`src/rtl/mem_pkg.sv`:
```
// Shared types and constants for the MEM stage: FSM states, MemToReg encodings
// and the MEM/WB payload.
package mem_pkg;

    localparam int unsigned XLEN            = 16;
    localparam int unsigned REGW            = 3;
    localparam int unsigned DEFAULT_TIMEOUT = 64;

    typedef enum logic {
        IDLE = 1'b0,
        WAIT = 1'b1
    } state_t;

    localparam logic [1:0] MTR_ALU = 2'b00;
    localparam logic [1:0] MTR_MEM = 2'b01;
    localparam logic [1:0] MTR_PC  = 2'b10;

    // One MEM/WB pipeline entry; an all-zero value is a bubble.
    typedef struct packed {
        logic [XLEN-1:0] read_data;
        logic [XLEN-1:0] alu_result;
        logic [XLEN-1:0] pc_updated;
        logic [1:0]      mem_to_reg;
        logic [REGW-1:0] write_register;
        logic            reg_write;
        logic            halt;
        logic            err;
    } mem_wb_t;

endpackage

```
`src/rtl/mem_if.sv`:
```
// Data-memory bus: level request from the stage, done strobe plus read data from memory.
interface mem_if;
    import mem_pkg::*;

    logic            mem_req;
    logic            mem_wr;
    logic [XLEN-1:0] mem_addr;
    logic [XLEN-1:0] mem_wdata;
    logic [XLEN-1:0] mem_rdata;
    logic            mem_done;

    modport master (
        output mem_req, mem_wr, mem_addr, mem_wdata,
        input  mem_rdata, mem_done
    );

    modport slave (
        input  mem_req, mem_wr, mem_addr, mem_wdata,
        output mem_rdata, mem_done
    );

endinterface

```
`src/rtl/mem_wb_reg.sv`:
```
// MEM/WB pipeline register; a bubble loads an all-zero entry.
module mem_wb_reg
    import mem_pkg::*;
(
    input  logic    clk,
    input  logic    rst_n,
    input  logic    bubble,
    input  mem_wb_t d,
    output mem_wb_t q
);

    always_ff @(posedge clk or negedge rst_n) begin
        if (!rst_n) begin
            q <= '0;
        end else if (bubble) begin
            q <= '0;
        end else begin
            q <= d;
        end
    end

endmodule

```
`src/rtl/mem_stage.sv`:
```
// MEM stage: drives the variable-latency data memory, stalls upstream, aborts on watchdog
// timeout and owns MEM/WB. Optional counters under `define MEM_STAGE_PERF_EN.
module mem_stage
    import mem_pkg::*;
#(
    parameter int unsigned TIMEOUT = DEFAULT_TIMEOUT
) (
    input  logic            clk,
    input  logic            rst_n,
    input  logic            ex_mem_memRead,
    input  logic            ex_mem_memWrite,
    input  logic [XLEN-1:0] ex_mem_aluResult,
    input  logic [XLEN-1:0] ex_mem_writeData,
    input  logic [XLEN-1:0] ex_mem_PC_Updated,
    input  logic [1:0]      ex_mem_MemToReg,
    input  logic [REGW-1:0] ex_mem_Write_Register,
    input  logic            ex_mem_RegWrite,
    input  logic            ex_mem_halt,
    mem_if.master           mem_bus,
    output logic            mem_stall,
    output logic [XLEN-1:0] mem_wb_readData,
    output logic [XLEN-1:0] mem_wb_aluResult,
    output logic [XLEN-1:0] mem_wb_PC_Updated,
    output logic [1:0]      mem_wb_MemToReg,
    output logic [REGW-1:0] mem_wb_Write_Register,
    output logic            mem_wb_RegWrite,
    output logic            mem_wb_halt,
    output logic            mem_wb_err,
    output logic            err_sticky
`ifdef MEM_STAGE_PERF_EN
    ,
    output logic [15:0]     perf_access,
    output logic [15:0]     perf_stall
`endif
);

    localparam int unsigned CW = $clog2(TIMEOUT + 1);

    state_t          state, state_nxt;
    logic [CW-1:0]   cnt, cnt_nxt;
    logic            op, mis;
    logic            req_c, stall_c, bubble_c, err_c, take_rdata_c;
    mem_wb_t         wb_d, wb_q;

    assign op  = ex_mem_memRead | ex_mem_memWrite;
    assign mis = op & ex_mem_aluResult[0];

    // A simultaneous read+write request is a write.
    assign mem_bus.mem_addr  = ex_mem_aluResult;
    assign mem_bus.mem_wdata = ex_mem_writeData;
    assign mem_bus.mem_wr    = ex_mem_memWrite;

    // Gated by rst_n so request and stall drop the moment reset asserts.
    assign mem_bus.mem_req = req_c & rst_n;
    assign mem_stall       = stall_c & rst_n;

    always_ff @(posedge clk or negedge rst_n) begin
        if (!rst_n) begin
            state <= IDLE;
            cnt   <= '0;
        end else begin
            state <= state_nxt;
            cnt   <= cnt_nxt;
        end
    end

    always_comb begin
        state_nxt    = state;
        cnt_nxt      = cnt;
        req_c        = 1'b0;
        stall_c      = 1'b0;
        bubble_c     = 1'b0;
        err_c        = 1'b0;
        take_rdata_c = 1'b0;
        unique case (state)
            IDLE: begin
                if (mis) begin
                    err_c = 1'b1;
                end else if (op) begin
                    req_c = 1'b1;
                    if (mem_bus.mem_done) begin
                        take_rdata_c = 1'b1;
                    end else begin
                        stall_c   = 1'b1;
                        bubble_c  = 1'b1;
                        state_nxt = WAIT;
                        cnt_nxt   = CW'(1);
                    end
                end
            end
            WAIT: begin
                req_c = 1'b1;
                if (mem_bus.mem_done) begin
                    take_rdata_c = 1'b1;
                    state_nxt    = IDLE;
                    cnt_nxt      = '0;
                end else if (cnt == CW'(TIMEOUT)) begin
                    // Watchdog abort: retire the instruction with an error, no writeback.
                    req_c     = 1'b0;
                    err_c     = 1'b1;
                    state_nxt = IDLE;
                    cnt_nxt   = '0;
                end else begin
                    stall_c  = 1'b1;
                    bubble_c = 1'b1;
                    cnt_nxt  = cnt + CW'(1);
                end
            end
            default: state_nxt = IDLE;
        endcase
    end

    always_comb begin
        wb_d                = '0;
        wb_d.read_data      = take_rdata_c ? mem_bus.mem_rdata : '0;
        wb_d.alu_result     = ex_mem_aluResult;
        wb_d.pc_updated     = ex_mem_PC_Updated;
        wb_d.mem_to_reg     = ex_mem_MemToReg;
        wb_d.write_register = ex_mem_Write_Register;
        wb_d.reg_write      = ex_mem_RegWrite & ~err_c;
        wb_d.halt           = ex_mem_halt;
        wb_d.err            = err_c;
    end

    mem_wb_reg u_mem_wb_reg (
        .clk    (clk),
        .rst_n  (rst_n),
        .bubble (bubble_c),
        .d      (wb_d),
        .q      (wb_q)
    );

    assign mem_wb_readData       = wb_q.read_data;
    assign mem_wb_aluResult      = wb_q.alu_result;
    assign mem_wb_PC_Updated     = wb_q.pc_updated;
    assign mem_wb_MemToReg       = wb_q.mem_to_reg;
    assign mem_wb_Write_Register = wb_q.write_register;
    assign mem_wb_RegWrite       = wb_q.reg_write;
    assign mem_wb_halt           = wb_q.halt;
    assign mem_wb_err            = wb_q.err;

    always_ff @(posedge clk or negedge rst_n) begin
        if (!rst_n) begin
            err_sticky <= 1'b0;
        end else if (err_c) begin
            err_sticky <= 1'b1;
        end
    end

`ifdef MEM_STAGE_PERF_EN
    logic issue_c;
    assign issue_c = (state == IDLE) & op & ~mis;

    // Saturating event counters.
    always_ff @(posedge clk or negedge rst_n) begin
        if (!rst_n) begin
            perf_access <= '0;
            perf_stall  <= '0;
        end else begin
            if (issue_c && perf_access != 16'hFFFF) begin
                perf_access <= perf_access + 16'd1;
            end
            if (stall_c && perf_stall != 16'hFFFF) begin
                perf_stall <= perf_stall + 16'd1;
            end
        end
    end
`endif

endmodule

```
`src/flat_wrapper.sv`:
```
// flat-port wrapper written by rule: the top's interface ports become plain ports
module mem_stage_flat import mem_pkg::*;
#(
    parameter int unsigned TIMEOUT = DEFAULT_TIMEOUT
)
  (clk, rst_n, ex_mem_memRead, ex_mem_memWrite, ex_mem_aluResult, ex_mem_writeData, ex_mem_PC_Updated, ex_mem_MemToReg, ex_mem_Write_Register, ex_mem_RegWrite, ex_mem_halt, mem_stall, mem_wb_readData, mem_wb_aluResult, mem_wb_PC_Updated, mem_wb_MemToReg, mem_wb_Write_Register, mem_wb_RegWrite, mem_wb_halt, mem_wb_err, err_sticky, mem_bus_mem_req, mem_bus_mem_wr, mem_bus_mem_addr, mem_bus_mem_wdata, mem_bus_mem_rdata, mem_bus_mem_done);
  mem_if mem_bus_i ();
  input  logic clk;
  input  logic rst_n;
  input  logic ex_mem_memRead;
  input  logic ex_mem_memWrite;
  input  logic [XLEN-1:0] ex_mem_aluResult;
  input  logic [XLEN-1:0] ex_mem_writeData;
  input  logic [XLEN-1:0] ex_mem_PC_Updated;
  input  logic [1:0] ex_mem_MemToReg;
  input  logic [REGW-1:0] ex_mem_Write_Register;
  input  logic ex_mem_RegWrite;
  input  logic ex_mem_halt;
  output logic mem_stall;
  output logic [XLEN-1:0] mem_wb_readData;
  output logic [XLEN-1:0] mem_wb_aluResult;
  output logic [XLEN-1:0] mem_wb_PC_Updated;
  output logic [1:0] mem_wb_MemToReg;
  output logic [REGW-1:0] mem_wb_Write_Register;
  output logic mem_wb_RegWrite;
  output logic mem_wb_halt;
  output logic mem_wb_err;
  output logic err_sticky;
  output wire logic [$bits(mem_bus_i.mem_req)-1:0] mem_bus_mem_req;
  output wire logic [$bits(mem_bus_i.mem_wr)-1:0] mem_bus_mem_wr;
  output wire logic [$bits(mem_bus_i.mem_addr)-1:0] mem_bus_mem_addr;
  output wire logic [$bits(mem_bus_i.mem_wdata)-1:0] mem_bus_mem_wdata;
  input wire logic [$bits(mem_bus_i.mem_rdata)-1:0] mem_bus_mem_rdata;
  input wire logic [$bits(mem_bus_i.mem_done)-1:0] mem_bus_mem_done;
  assign mem_bus_mem_req = mem_bus_i.mem_req;
  assign mem_bus_mem_wr = mem_bus_i.mem_wr;
  assign mem_bus_mem_addr = mem_bus_i.mem_addr;
  assign mem_bus_mem_wdata = mem_bus_i.mem_wdata;
  assign mem_bus_i.mem_rdata = mem_bus_mem_rdata;
  assign mem_bus_i.mem_done = mem_bus_mem_done;
  mem_stage #(.TIMEOUT(TIMEOUT)) u_core (.clk(clk), .rst_n(rst_n), .ex_mem_memRead(ex_mem_memRead), .ex_mem_memWrite(ex_mem_memWrite), .ex_mem_aluResult(ex_mem_aluResult), .ex_mem_writeData(ex_mem_writeData), .ex_mem_PC_Updated(ex_mem_PC_Updated), .ex_mem_MemToReg(ex_mem_MemToReg), .ex_mem_Write_Register(ex_mem_Write_Register), .ex_mem_RegWrite(ex_mem_RegWrite), .ex_mem_halt(ex_mem_halt), .mem_bus(mem_bus_i), .mem_stall(mem_stall), .mem_wb_readData(mem_wb_readData), .mem_wb_aluResult(mem_wb_aluResult), .mem_wb_PC_Updated(mem_wb_PC_Updated), .mem_wb_MemToReg(mem_wb_MemToReg), .mem_wb_Write_Register(mem_wb_Write_Register), .mem_wb_RegWrite(mem_wb_RegWrite), .mem_wb_halt(mem_wb_halt), .mem_wb_err(mem_wb_err), .err_sticky(err_sticky));
endmodule
```
`config.mk`:
```
export PLATFORM = sky130hd
export DESIGN_NAME = mem_stage_flat
export DESIGN_NICKNAME = d
export VERILOG_FILES = /design/src/rtl/mem_pkg.sv /design/src/rtl/mem_if.sv /design/src/rtl/mem_wb_reg.sv /design/src/rtl/mem_stage.sv /design/src/flat_wrapper.sv
export SDC_FILE = /design/constraint.sdc
export NUM_CORES = 1
export LEC_CHECK = 0
export CAP_MARGIN = 30
export CORE_ASPECT_RATIO = 0.5
export CORE_MARGIN = 2
export CORE_UTILIZATION = 33
export DETAILED_ROUTE_END_ITERATION = 12
export PLACE_DENSITY_LB_ADDON = 0.2
export SYNTH_ARGS = -nofsm -noshare
export SYNTH_HDL_FRONTEND = slang
export SYNTH_SLANG_ARGS = --single-unit
export TNS_END_PERCENT = 1
```
`constraint.sdc`:
```
create_clock -name clk -period 1.5 [get_ports clk]
set_input_delay 0.3 -clock clk [delete_from_list [all_inputs] [get_ports clk]]
set_output_delay 0.3 -clock clk [all_outputs]
set_load 0.03 [all_outputs]
```
==> parameters.txt, run 1 <==
Parameter                              Value

Cells and area
  Area growth from synthesis to layout ... 60.5%
  Layout cells sized above 1 ... 0.206
  Final Non-Filler Cells ... 453
  Number of fill cells in the layout ... about 690
  Utilization after layout ... 0.557
  Number of nets in the finished design ... roughly 420
  Diodes inserted ... 0

STA
  Number of failing setup endpoints in the final timing report ... 40
  Total count of max-transition violations in the final report ... 0
  Total negative slack for setup checks ... -2.22 ns
  Share of the clock period used by the worst path after layout ... 1.34
  RSZ-0062 raised after global routing ... true
  Post-route clock skew ... between 0.004 and 0.005 ns
  Relative max-transition margin ... 0.603
  Worst-case hold slack ... between 0.015 and 0.02 ns
  Count of endpoints failing hold in the final timing report ... 0
  Final setup slack of the worst path ... -0.515 ns
  Final min period ... between 2 and 2.5 ns
  Max Clock Freq ... 0.496 GHz
  Worst-margin pin slew ... approximately 0.60 ns

Clocking
  Hold buffer count at CTS ... 0
  Number of buffers created by CTS ... 9
  Clock sink count ... 65
  Clock tree root buffer cell ... sky130_fd_sc_hd__clkbuf_16
  Clock insertion delay at the later pin of the skew report ... around 0.33 ns
  Clk pin slew, worst setup/hold paths ... 0.05 ns
  # H-tree levels ... 3
  CTS tree ... yes
  Max Buffers Root-to-Sink ... 2

Global routing
  Pin count of the biggest net entering global routing ... 48
  Antenna violations before repair ... 0
  Wire length of the first global-routing pass ... between 9000 and 10000 um
  All-Layer GR Usage ... 0.154
  Grt total ovfl ... 0
  Vias in the first global route ... 1932

Yosys
  Net count after synthesis ... between 200 and 300
  Number of cells produced by synthesis ... 210
  Adder-cell share of the synthesized area ... 0.00962
  Netlist cell types ... 31
  Count of warnings emitted by yosys ... 0
  Avg Inst Size Synth ... roughly 12 um2
  Fraction of synthesized cell area in xor and xnor cells ... 0
  Main combinational cell family by area after synthesis ... simple AND/OR/NAND/NOR gates
  Post-synthesis instance area ... between 2000 and 3000 um2
  Yosys reg bits ... 65
  Mux share of post-synthesis cell area ... 0
  Fraction of the yosys area taken by sequential cells ... 0.626
  Simple-gate share of the synthesized area ... 0.190
  Synth Area in Compound Gates ... 0.0568

Setup path
  Endpoint of the most critical register-to-register path ... u_core.err_sticky$_DFFE_PN0P_
  Startpoint of the lowest-slack register-to-register path ... u_core.cnt[0]$_DFFE_PN0P_
  Critical path startpoint category ... register
  CP Max Fanout ... 2
  Startpoint-to-endpoint class of the critical path ... reg -> out
  Nature of the critical path endpoint ... primary output
  Cell count of the worst reg-to-reg path ... 8
  R2R Setup Slk ... -0.07 ns
  Data arrival time of the critical path ... about 1.7 ns
  Required time reported for the critical path endpoint ... about 1.2 ns

Route
  Wire length on met3 ... about 230 um
  Number of nets with antenna violations after routing ... 0
  Highest routed layer ... met4
  Routed vias ... approximately 1900
  Routed wire length on met2 ... about 3500 um
  DRC violations left ... 0
  Pre-Repair DR Iteration Count ... 4
  Sum of routed wire length over all layers ... between 6000 and 7000 um
  Via density per instance ... roughly 4.2
  DRT met1 WL ... ~2200 um
  Wire length per cell after detailed routing ... between 10 and 15 um
  DRT iter0 DRCs ... 104

Power
  Power density normalized to cell area ... 1180 nW/um2
  Sw Share ... 0.276
  Peak supply drop ... 0.584 mV
  Sequential fraction of design power ... 0.394
  Switching power ... ~0.0014 W
  Fraction of power consumed by the clock network ... 0.392
  Share of power burned in combinational logic ... 0.214
  Internal power contribution ... 0.00356 W
  Static leakage ... between 2 and 2.5 nW

Run status
  Outcome ... finished with violations
  Failing checks ... setup timing

Hold path
  HP Class ... in -> async

Die
  Ports ... about 170
  Die outline area ... about 8600 um2
  Vertical die dimension ... between 60 and 70 um
  Initial core utilization ... 0.347
  Cell Rows ... 22
  Core region area ... approximately 7500 um2
  Horizontal die dimension ... 130 um

Placed design
  Input/output buffers ... roughly 140
  Global placement routability congestion ... ~0.75
  Post-DP HPWL ... approximately 4600 um
  Dpl cells ... between 400 and 500

Flow run
  Max-cap check violation count ... 0
==> placed cells by master, fill, tap and decap left out <==
master / n
sky130_fd_sc_hd__o22ai_1: 1
sky130_fd_sc_hd__and3_1: 1
sky130_fd_sc_hd__buf_4: 39
sky130_fd_sc_hd__nor2b_4: 1
sky130_fd_sc_hd__nor2_1: 4
sky130_fd_sc_hd__a31oi_1: 1
sky130_fd_sc_hd__clkinv_2: 3
sky130_fd_sc_hd__buf_2: 1
sky130_fd_sc_hd__o311ai_1: 1
sky130_fd_sc_hd__dlygate4sd2_1: 57
sky130_fd_sc_hd__a21o_4: 1
sky130_fd_sc_hd__buf_6: 2
sky130_fd_sc_hd__o21ba_2: 1
sky130_fd_sc_hd__nor3_1: 1
sky130_fd_sc_hd__o221a_2: 1
sky130_fd_sc_hd__o31ai_1: 2
sky130_fd_sc_hd__clkbuf_8: 2
sky130_fd_sc_hd__nand3_1: 2
sky130_fd_sc_hd__nor2b_1: 3
sky130_fd_sc_hd__a22o_1: 1
sky130_fd_sc_hd__ha_1: 1
sky130_fd_sc_hd__clkbuf_16: 9
sky130_fd_sc_hd__a21oi_1: 3
sky130_fd_sc_hd__nand2b_1: 2
sky130_fd_sc_hd__inv_1: 4
sky130_fd_sc_hd__clkinvlp_4: 2
sky130_fd_sc_hd__and2_1: 55
sky130_fd_sc_hd__o22ai_4: 1
sky130_fd_sc_hd__o21ai_0: 6
sky130_fd_sc_hd__nand2b_2: 1
sky130_fd_sc_hd__o21a_4: 1
sky130_fd_sc_hd__nand4_1: 2
sky130_fd_sc_hd__buf_12: 1
sky130_fd_sc_hd__nor4b_4: 1
sky130_fd_sc_hd__or2_2: 2
sky130_fd_sc_hd__clkdlybuf4s50_1: 58
sky130_fd_sc_hd__ha_2: 1
sky130_fd_sc_hd__nor2_2: 1
sky130_fd_sc_hd__nand2_1: 4
sky130_fd_sc_hd__dfrtp_1: 65
==> power by group through the flow <==
stage | clock network (W) | logic, W | registers (W)
finish | 0.00193 | 0.00105 | 0.00193
global route | 0.00208 | 0.00112 | 0.00195
floorplan | 0 | 0.000402 | 0.00223
CTS | 0.00199 | 0.00107 | 0.00194
detailed placement | 0 | 0.00114 | 0.00197
global placement | 0 | 0.00112 | 0.00197
==> cells in the mapped netlist (all sizes together) <==
| master | n | area (um2) |
|---|---|---|
| o22ai | 2 | 12.5 |
| o21a | 1 | 15.0 |
| nor2b | 4 | 25.0 |
| inv | 4 | 15.0 |
| o221a | 1 | 11.3 |
| a22o | 1 | 8.76 |
| and3 | 1 | 6.26 |
| a31oi | 1 | 6.26 |
| o311ai | 1 | 8.76 |
| or2 | 2 | 12.5 |
| ha | 2 | 25.0 |
| nor4b | 1 | 23.8 |
| nand4 | 2 | 12.5 |
| nor2 | 5 | 18.8 |
| a21o | 1 | 15.0 |
| nand3 | 2 | 10.0 |
| buf | 37 | 283 |
| o31ai | 2 | 15.0 |
| nor3 | 1 | 5.00 |
| o21ai | 6 | 30.0 |
| and2 | 55 | 344 |
| o21ba | 1 | 10.0 |
| dfrtp | 65 | 1630 |
| a21oi | 3 | 15.0 |
| nand2b | 3 | 21.3 |
| clkbuf | 2 | 8.75 |
| nand2 | 4 | 15.0 |
==> critical path: stages (launching register included) <==
cell and delay (ns):
sky130_fd_sc_hd__dfrtp_1 0.37, sky130_fd_sc_hd__inv_1 0.07, sky130_fd_sc_hd__ha_2 0.16, sky130_fd_sc_hd__nor4b_4 0.24, sky130_fd_sc_hd__nand2_1 0.12, sky130_fd_sc_hd__o221a_2 0.29
sky130_fd_sc_hd__buf_6 0.14
==> registers in the layout, summed over array words and instances (netlist names) <==
| name | flops |
|---|---|
| u_core.u_mem_wb_reg.q | 56 |
| u_core.state | 1 |
| u_core.err_sticky | 1 |
| u_core.cnt | 7 |
==> kinds of logic after synthesis <==
kind of cell | after synthesis
AND/OR/NAND/NOR | 80
buffers and inverters | 43
AO/OA/AOI/OAI | 20
flip-flops | 65
adder cells (fa/ha/maj) | 2
==> routing by layer <==
layer  track usage  vias up
met5             0        -
met4        0.0699        0
met3        0.0538       16
met2         0.281       43
met1         0.163      929
li1              -      900
==> stage by stage <==
step	area (um2)	total power [W]	worst slack, ns
after detailed placement	3920	0.00311	-0.423
after floorplan	2610	0.00263	-0.177
final	4170	0.00491	-0.515
after global placement	3920	0.00309	-0.375
after CTS	4170	0.00499	-0.554
after global routing	4170	0.00515	-0.619
==> cell type report <==
| class | instances | area (um2) | share of cell area |
|---|---|---|---|
| clock inverter | 5 | 30.0 | 0.00720 |
| tap | 108 | 135 | 0.0324 |
| sequential | 65 | 1630 | 0.390 |
| multi-input combinational | 102 | 693 | 0.166 |
| clock buffer | 11 | 253 | 0.0606 |
| inverter | 4 | 15.0 | 0.00360 |
| timing repair buffer | 158 | 1420 | 0.340 |
==> what timing repair did <==
item	4_1_cts	5_1_grt
pin swaps	4	1
endpoints found under the setup margin	114	43
gates resized for setup	65	1
setup buffers	1	0
==> how the worst max path moves through the flow <==
stage,from,endpoint,depth (start not counted)
6_report,u_core.cnt[0]$_DFFE_PN0P_,mem_bus_mem_req,6
5_1_grt,u_core.cnt[0]$_DFFE_PN0P_,mem_bus_mem_req,6
3_5_place_dp,ex_mem_aluResult[0],u_core.u_mem_wb_reg.q[43]$_DFF_PN0_,5
3_3_place_gp,ex_mem_aluResult[0],u_core.u_mem_wb_reg.q[50]$_DFF_PN0_,5
2_1_floorplan,u_core.cnt[0]$_DFFE_PN0P_,mem_stall,7
4_1_cts,u_core.cnt[0]$_DFFE_PN0P_,mem_bus_mem_req,6
No activity file was read; power rests on OpenSTA's default activity.
==> run 2: changes to the inputs <==
--- a/config.mk
+++ b/config.mk
@@ -7,9 +7,9 @@
 export LEC_CHECK = 0
 export CAP_MARGIN = 30
 export CORE_ASPECT_RATIO = 0.5
-export CORE_MARGIN = 2
 export CORE_UTILIZATION = 33
 export DETAILED_ROUTE_END_ITERATION = 12
+export GPL_TIMING_DRIVEN = 0
 export PLACE_DENSITY_LB_ADDON = 0.2
 export SYNTH_ARGS = -nofsm -noshare
 export SYNTH_HDL_FRONTEND = slang
==> parameters.txt, run 2 (synthesis gave the netlist of run 1 again) <==
Parameter                              Value

STA
  Worst-case hold slack ... 0.0645 ns (+0.0475 ns)
  Total count of max-transition violations in the final report ... 0 (unchanged)
  Post-route clock skew ... 0.00446 ns (+0.000237 ns)
  Number of failing setup endpoints in the final timing report ... 40 (unchanged)
  Max Clock Freq ... 0.486 GHz (-2.0%)
  Final setup slack of the worst path ... -0.557 ns (-0.0420 ns)
  Share of the clock period used by the worst path after layout ... 1.37 (+0.0280)
  Total negative slack for setup checks ... -8.40 ns (-6.18 ns)
  Relative max-transition margin ... 0.461 (-0.142)
  RSZ-0062 raised after global routing ... true
  Worst-margin pin slew ... 0.809 ns (+0.213 ns)
  Count of endpoints failing hold in the final timing report ... 0 (unchanged)
  Final min period ... 2.06 ns (+0.0420 ns)

Run status
  Outcome ... finished with violations
  Failing checks ... setup timing

Global routing
  Pin count of the biggest net entering global routing ... 68 (+42%)
  Antenna violations before repair ... 0 (unchanged)
  All-Layer GR Usage ... 0.151 (-0.00320)
  Vias in the first global route ... 1993 (+3.2%)
  Wire length of the first global-routing pass ... 9230 um (-5.4%)
  Grt total ovfl ... 0 (unchanged)

Route
  Via density per instance ... 4.17 (about the same)
  Number of nets with antenna violations after routing ... 0 (unchanged)
  DRT iter0 DRCs ... 84 (-19%)
  Pre-Repair DR Iteration Count ... 4 (unchanged)
  Sum of routed wire length over all layers ... 6070 um (+0.61%)
  DRC violations left ... 0 (unchanged)
  Wire length per cell after detailed routing ... 12.4 um (-7.2%)
  Routed vias ... 2046 (+8.4%)

Cells and area
  Number of fill cells in the layout ... 641 (-7.0%)
  Most common cell after layout, fill and taps aside ... sky130_fd_sc_hd__clkdlybuf4s50_1
  Number of flip-flops in the largest register ... 56 (unchanged)
  Register containing the most flip-flops in the final layout ... u_core.u_mem_wb_reg.q
  Commonest cells after routing, fill and taps aside ... 74 x sky130_fd_sc_hd__clkdlybuf4s50_1, 65 x sky130_fd_sc_hd__dfrtp_1, 59 x sky130_fd_sc_hd__buf_4
  Final Non-Filler Cells ... 491 (+8.4%)
  Layout cells sized above 1 ... 0.245 (+0.0396)
  Diodes inserted ... 0 (unchanged)
  Area growth from synthesis to layout ... 74.0%
  Largest registers ... u_core.u_mem_wb_reg.q: 56 flops, u_core.cnt: 7 flops
  Number of nets in the finished design ... 458 (+9.6%)
  Utilization after layout ... 0.604 (+0.0470)

Power
  Static leakage ... 2.21 nW (+8.4%)
  Peak supply drop ... 0.585 mV (+0.28%)
  Power density normalized to cell area ... 1080 nW/um2 (-8.0%)

Clocking
  Number of buffers created by CTS ... 9 (unchanged)
  Clock tree root buffer cell ... sky130_fd_sc_hd__clkbuf_16
  Clock sink count ... 65 (unchanged)
  Clock insertion delay at the later pin of the skew report ... 0.32 ns (about the same)
  Hold buffer count at CTS ... 0 (unchanged)
  Clk pin slew, worst setup/hold paths ... 0.05 ns (about the same)
  # H-tree levels ... 3 (unchanged)
  Max Buffers Root-to-Sink ... 2 (unchanged)
  CTS tree ... yes

Setup path
  Endpoint of the most critical register-to-register path ... u_core.u_mem_wb_reg.q[27]$_DFF_PN0_
  Critical path startpoint category ... register
  Startpoint-to-endpoint class of the critical path ... reg -> out
  CP Max Fanout ... 2 (unchanged)
  Cell count of the worst reg-to-reg path ... 9 (+1)
  R2R Setup Slk ... -0.23 ns (-0.16 ns)
  Startpoint of the lowest-slack register-to-register path ... u_core.cnt[1]$_DFFE_PN0P_
  Data arrival time of the critical path ... 1.76 ns (+0.05 ns)
  Nature of the critical path endpoint ... primary output
  Required time reported for the critical path endpoint ... 1.20 ns (about the same)

Die
  Initial core utilization ... 0.347 (unchanged)
  Horizontal die dimension ... 128 um (-1.5%)
  Cell Rows ... 22 (unchanged)
  Core region area ... 7490 um2 (unchanged)
  Die outline area ... 8260 um2 (-4.5%)
  Vertical die dimension ... 64.8 um (-3.0%)
  Ports ... 168 (unchanged)

Placed design
  Global placement routability congestion ... 0.820 (+8.9%)
  Post-DP HPWL ... 4570 um (-0.29%)
  Input/output buffers ... 151 (+12%)
  Dpl cells ... 469 (+7.6%)

Flow run
  Max-cap check violation count ... 0 (unchanged)

Hold path
  HP Class ... in -> async
[run 2: timing repair]
item,in CTS,in global routing
pin swaps,4,2
resized for setup,95,13
hold endpoints to repair,0,0
setup endpoints to repair,125,56
setup buffers,6,2
[run 2: critical path, cell delays in order, from the launching register on]
cell and delay, ns:
sky130_fd_sc_hd__dfrtp_1 0.38, sky130_fd_sc_hd__inv_1 0.06, sky130_fd_sc_hd__ha_2 0.16, sky130_fd_sc_hd__nor4b_4 0.24
sky130_fd_sc_hd__a21o_4 0.18, sky130_fd_sc_hd__o21a_4 0.14, sky130_fd_sc_hd__buf_8 0.10, sky130_fd_sc_hd__nor2b_4 0.03
sky130_fd_sc_hd__buf_6 0.13
[run 2: layout make-up]
class,count,area [um2],share of cell area
clock buffers,13,240,0.0531
repair buffers,159,1460,0.323
inverters,4,15.0,0.00332
multi-input cells,102,728,0.161
clock inverters,1,5.00,0.00111
well taps,108,135,0.0299
plain buffers,39,313,0.0691
flip-flops and latches,65,1630,0.360
[run 2: worst max path at each step]
stage                                         start              end
after detailed placement           mem_bus_mem_done        mem_stall
after global placement                        rst_n  mem_bus_mem_req
after floorplan           u_core.cnt[0]$_DFFE_PN0P_        mem_stall
final                     u_core.cnt[1]$_DFFE_PN0P_        mem_stall
after CTS                 u_core.cnt[1]$_DFFE_PN0P_        mem_stall
after global routing      u_core.cnt[1]$_DFFE_PN0P_        mem_stall
[run 2: power by group]
| part | switching, W | internal [W] | leakage (nW) |
|---|---|---|---|
| Sequential | 0.0000371 | 0.00189 | 0.824 |
| Combinational | 0.000668 | 0.000576 | 1.27 |
| Clock | 0.000631 | 0.00109 | 0.120 |
[run 2: per-stage QoR]
step | power [W] | cell area [um2] | worst slack, ns
global route | 0.00513 | 4520 | -0.620
finish | 0.00490 | 4520 | -0.557
CTS | 0.00494 | 4460 | -0.545
detailed placement | 0.00323 | 4250 | -1.10
global placement | 0.00321 | 4260 | -2.87
floorplan | 0.00263 | 2610 | -0.177
[run 2: layer usage]
metal | wire length, um | up-vias | part of all wire | global-route usage
met1 | 2250 | 966 | 0.37 | 0.156
met2 | 3320 | 86 | 0.55 | 0.279
met3 | 349 | 15 | 0.058 | 0.0462
li1 | - | 979 | - | -
met5 | 0 | - | 0 | 0
met4 | 157 | 0 | 0.026 | 0.0804
==> run 3: changes to the inputs <==
--- a/config.mk
+++ b/config.mk
@@ -11,6 +11,7 @@
 export DETAILED_ROUTE_END_ITERATION = 12
 export GPL_TIMING_DRIVEN = 0
 export PLACE_DENSITY_LB_ADDON = 0.2
+export SLEW_MARGIN = 0
 export SYNTH_ARGS = -nofsm -noshare
 export SYNTH_HDL_FRONTEND = slang
 export SYNTH_SLANG_ARGS = --single-unit
==> constraint.sdc (replaced) <==
create_clock -name clk -period 1.7 [get_ports clk]
set_input_delay 0.34 -clock clk [delete_from_list [all_inputs] [get_ports clk]]
set_output_delay 0.34 -clock clk [all_outputs]
set_load 0.03 [all_outputs]
==> parameters.txt, run 3 (synthesis gave the netlist of run 1 again) <==
Parameter                              Value

Run status
  Outcome ... finished with violations
  Failing checks ... setup timing

Die
  Horizontal die dimension ... 128 um (unchanged)
  Die outline area ... 8260 um2 (unchanged)
  Initial core utilization ... 0.347 (unchanged)
  Cell Rows ... 22 (unchanged)
  Ports ... 168 (unchanged)
  Vertical die dimension ... 64.8 um (unchanged)
  Core region area ... 7490 um2 (unchanged)

Setup path
  Startpoint-to-endpoint class of the critical path ... reg -> out
  Nature of the critical path endpoint ... primary output
  CP Max Fanout ... 2 (unchanged)
  Data arrival time of the critical path ... 1.71 ns (-0.05 ns)
  Required time reported for the critical path endpoint ... 1.36 ns (+0.16 ns)
  Critical path startpoint category ... register

Cells and area
  Post-layout instance area ... 4540 um2 (+0.33%)
  Diodes inserted ... 0 (unchanged)
  Register containing the most flip-flops in the final layout ... u_core.u_mem_wb_reg.q
  Layout cells sized above 1 ... 0.224 (-0.0217)
  Number of fill cells in the layout ... 646 (+0.78%)
  Number of nets in the finished design ... 455 (-0.66%)
  Area growth from synthesis to layout ... 74.6%
  Number of flip-flops in the largest register ... 56 (unchanged)
  Multi-input gate area in the final layout ... 682 um2 (-6.4%)
  Storage cell area ... 1630 um2 (unchanged)
  Most common cell after layout, fill and taps aside ... sky130_fd_sc_hd__clkdlybuf4s50_1
  Commonest cells after routing, fill and taps aside ... 124 x sky130_fd_sc_hd__clkdlybuf4s50_1, 65 x sky130_fd_sc_hd__dfrtp_1, 57 x sky130_fd_sc_hd__buf_4
  Largest registers ... u_core.u_mem_wb_reg.q: 56 flops, u_core.cnt: 7 flops

Power
  Static leakage ... 2.11 nW (-4.6%)
  Power density normalized to cell area ... 963 nW/um2 (-11%)
  Peak supply drop ... 0.510 mV (-13%)

Hold path
  HP Class ... in -> async

Global routing
  Antenna violations before repair ... 0 (unchanged)
  All-Layer GR Usage ... 0.150 (-0.000558)
  Grt total ovfl ... 0 (unchanged)
  Pin count of the biggest net entering global routing ... 68 (unchanged)
  Wire length of the first global-routing pass ... 9180 um (-0.52%)
  Vias in the first global route ... 1988 (-0.25%)

Route
  DRC violations left ... 0 (unchanged)
  Pre-Repair DR Iteration Count ... 4 (unchanged)
  Wire length per cell after detailed routing ... 12.4 um (+0.13%)
  Number of nets with antenna violations after routing ... 0 (unchanged)
  Sum of routed wire length over all layers ... 6040 um (-0.48%)
  Via density per instance ... 4.16 (-0.22%)
  Routed vias ... 2029 (-0.83%)
  DRT iter0 DRCs ... 123 (+46%)

Clocking
  Max Buffers Root-to-Sink ... 2 (unchanged)
  Hold buffer count at CTS ... 0 (unchanged)
  Clock insertion delay at the later pin of the skew report ... 0.32 ns (about the same)
  # H-tree levels ... 3 (unchanged)
  Clock tree root buffer cell ... sky130_fd_sc_hd__clkbuf_16
  Clock sink count ... 65 (unchanged)
  Number of buffers created by CTS ... 9 (unchanged)
  CTS tree ... yes
  Clk pin slew, worst setup/hold paths ... 0.05 ns (about the same)

STA
  Count of endpoints failing hold in the final timing report ... 0 (unchanged)
  Worst-case hold slack ... 0.106 ns (+0.0413 ns)
  Relative max-transition margin ... 0.459 (-0.00144)
  Max Clock Freq ... between 0.4 and 0.5 GHz
  Share of the clock period used by the worst path after layout ... 1.20
  Post-route clock skew ... 0.00455 ns (+0.0000935 ns)
  Worst-margin pin slew ... 0.811 ns (+0.00217 ns)
  Number of failing setup endpoints in the final timing report ... 2 (-95%)
  Final min period ... 2.05 ns
  Total count of max-transition violations in the final report ... 0 (unchanged)
  Final setup slack of the worst path ... -0.348 ns (+0.209 ns)
  RSZ-0062 raised after global routing ... true

Flow run
  Max-cap check violation count ... 0 (unchanged)

Placed design
  Post-DP HPWL ... 4570 um (unchanged)
  Standard cell area after detailed placement ... 4250 um2 (unchanged)
  Input/output buffers ... 151 (unchanged)
  Global placement routability congestion ... 0.820 (unchanged)
run 3: changes by cell type in the layout (fill, tap and decap cells not counted), sizes merged:
cell | previous run | this run
buf | 66 | 63
clkdlybuf4s50 | 74 | 124
dlygate4sd2 | 57 | 0
dlymetal6s2s | 0 | 7
run 3: layout make-up:
| cell class | count | area share |
|---|---|---|
| clock buffers | 13 | 0.0529 |
| multi-input cells | 102 | 0.150 |
| well taps | 108 | 0.0298 |
| inverters | 4 | 0.00331 |
| plain buffers | 38 | 0.0653 |
| repair buffers | 157 | 0.339 |
| flip-flops and latches | 65 | 0.358 |
| clock inverters | 1 | 0.00110 |
run 3: what timing repair did:
action | 4_1_cts | 5_1_grt
setup endpoints to repair | 19 | 49
pin swaps | 4 | 3
gates resized for setup | 35 | 13
hold endpoints to repair | 0 | 0
buffers inserted | 5 | 1
run 3: routing by layer:
metal,up-vias,part of all wire,track usage,routed length (um)
li1,974,-,-,-
met1,960,0.37,0.156,2230
met2,82,0.55,0.280,3340
met3,13,0.055,0.0446,332
met4,0,0.022,0.0774,134
met5,-,0,0,0
run 3: critical path, cell delays in order (launching register included):
cell and delay [ns]:
sky130_fd_sc_hd__dfrtp_1 0.38, sky130_fd_sc_hd__inv_1 0.06, sky130_fd_sc_hd__ha_2 0.16, sky130_fd_sc_hd__nor4b_4 0.24, sky130_fd_sc_hd__nand2_1 0.11, sky130_fd_sc_hd__o221a_2 0.29, sky130_fd_sc_hd__buf_6 0.14
run 3: final timing paths:
kind	start	to	slack, ns	cells past startpoint
worst max register to register	u_core.cnt[1]$_DFFE_PN0P_	u_core.u_mem_wb_reg.q[31]$_DFF_PN0_	0.04	8
worst min register to register	u_core.err_sticky$_DFFE_PN0P_	u_core.err_sticky$_DFFE_PN0P_	0.48	1
worst min-delay path	rst_n	u_core.u_mem_wb_reg.q[9]$_DFF_PN0_	0.11	1
max in group asynchronous	rst_n	u_core.u_mem_wb_reg.q[11]$_DFF_PN0_	1.05	1
worst max-delay path	u_core.cnt[1]$_DFFE_PN0P_	mem_bus_mem_req	-0.35	6
min in group clk	u_core.err_sticky$_DFFE_PN0P_	u_core.err_sticky$_DFFE_PN0P_	0.48	1
run 3: report_power, final:
| group | internal [W] | total, W | switching (W) |
|---|---|---|---|
| combinational | 0.000566 | 0.00114 | 0.000575 |
| clock | 0.000964 | 0.00152 | 0.000559 |
| sequential | 0.00167 | 0.00171 | 0.0000364 |
| total | 0.00320 | 0.00437 | 0.00117 |
run 3: stage by stage:
stage	TNS, ns	util	power, W	worst slack [ns]	instances
after CTS	-0.650	0.601	0.00443	-0.336	487
after global placement	-135.16	0.569	0.00283	-2.75	469
after floorplan	-0.0170	-	0.00232	-0.0170	210
after detailed placement	-17.10	0.568	0.00285	-0.983	469
after global routing	-1.94	0.606	0.00458	-0.417	488
final	-0.679	0.606	0.00437	-0.348	488
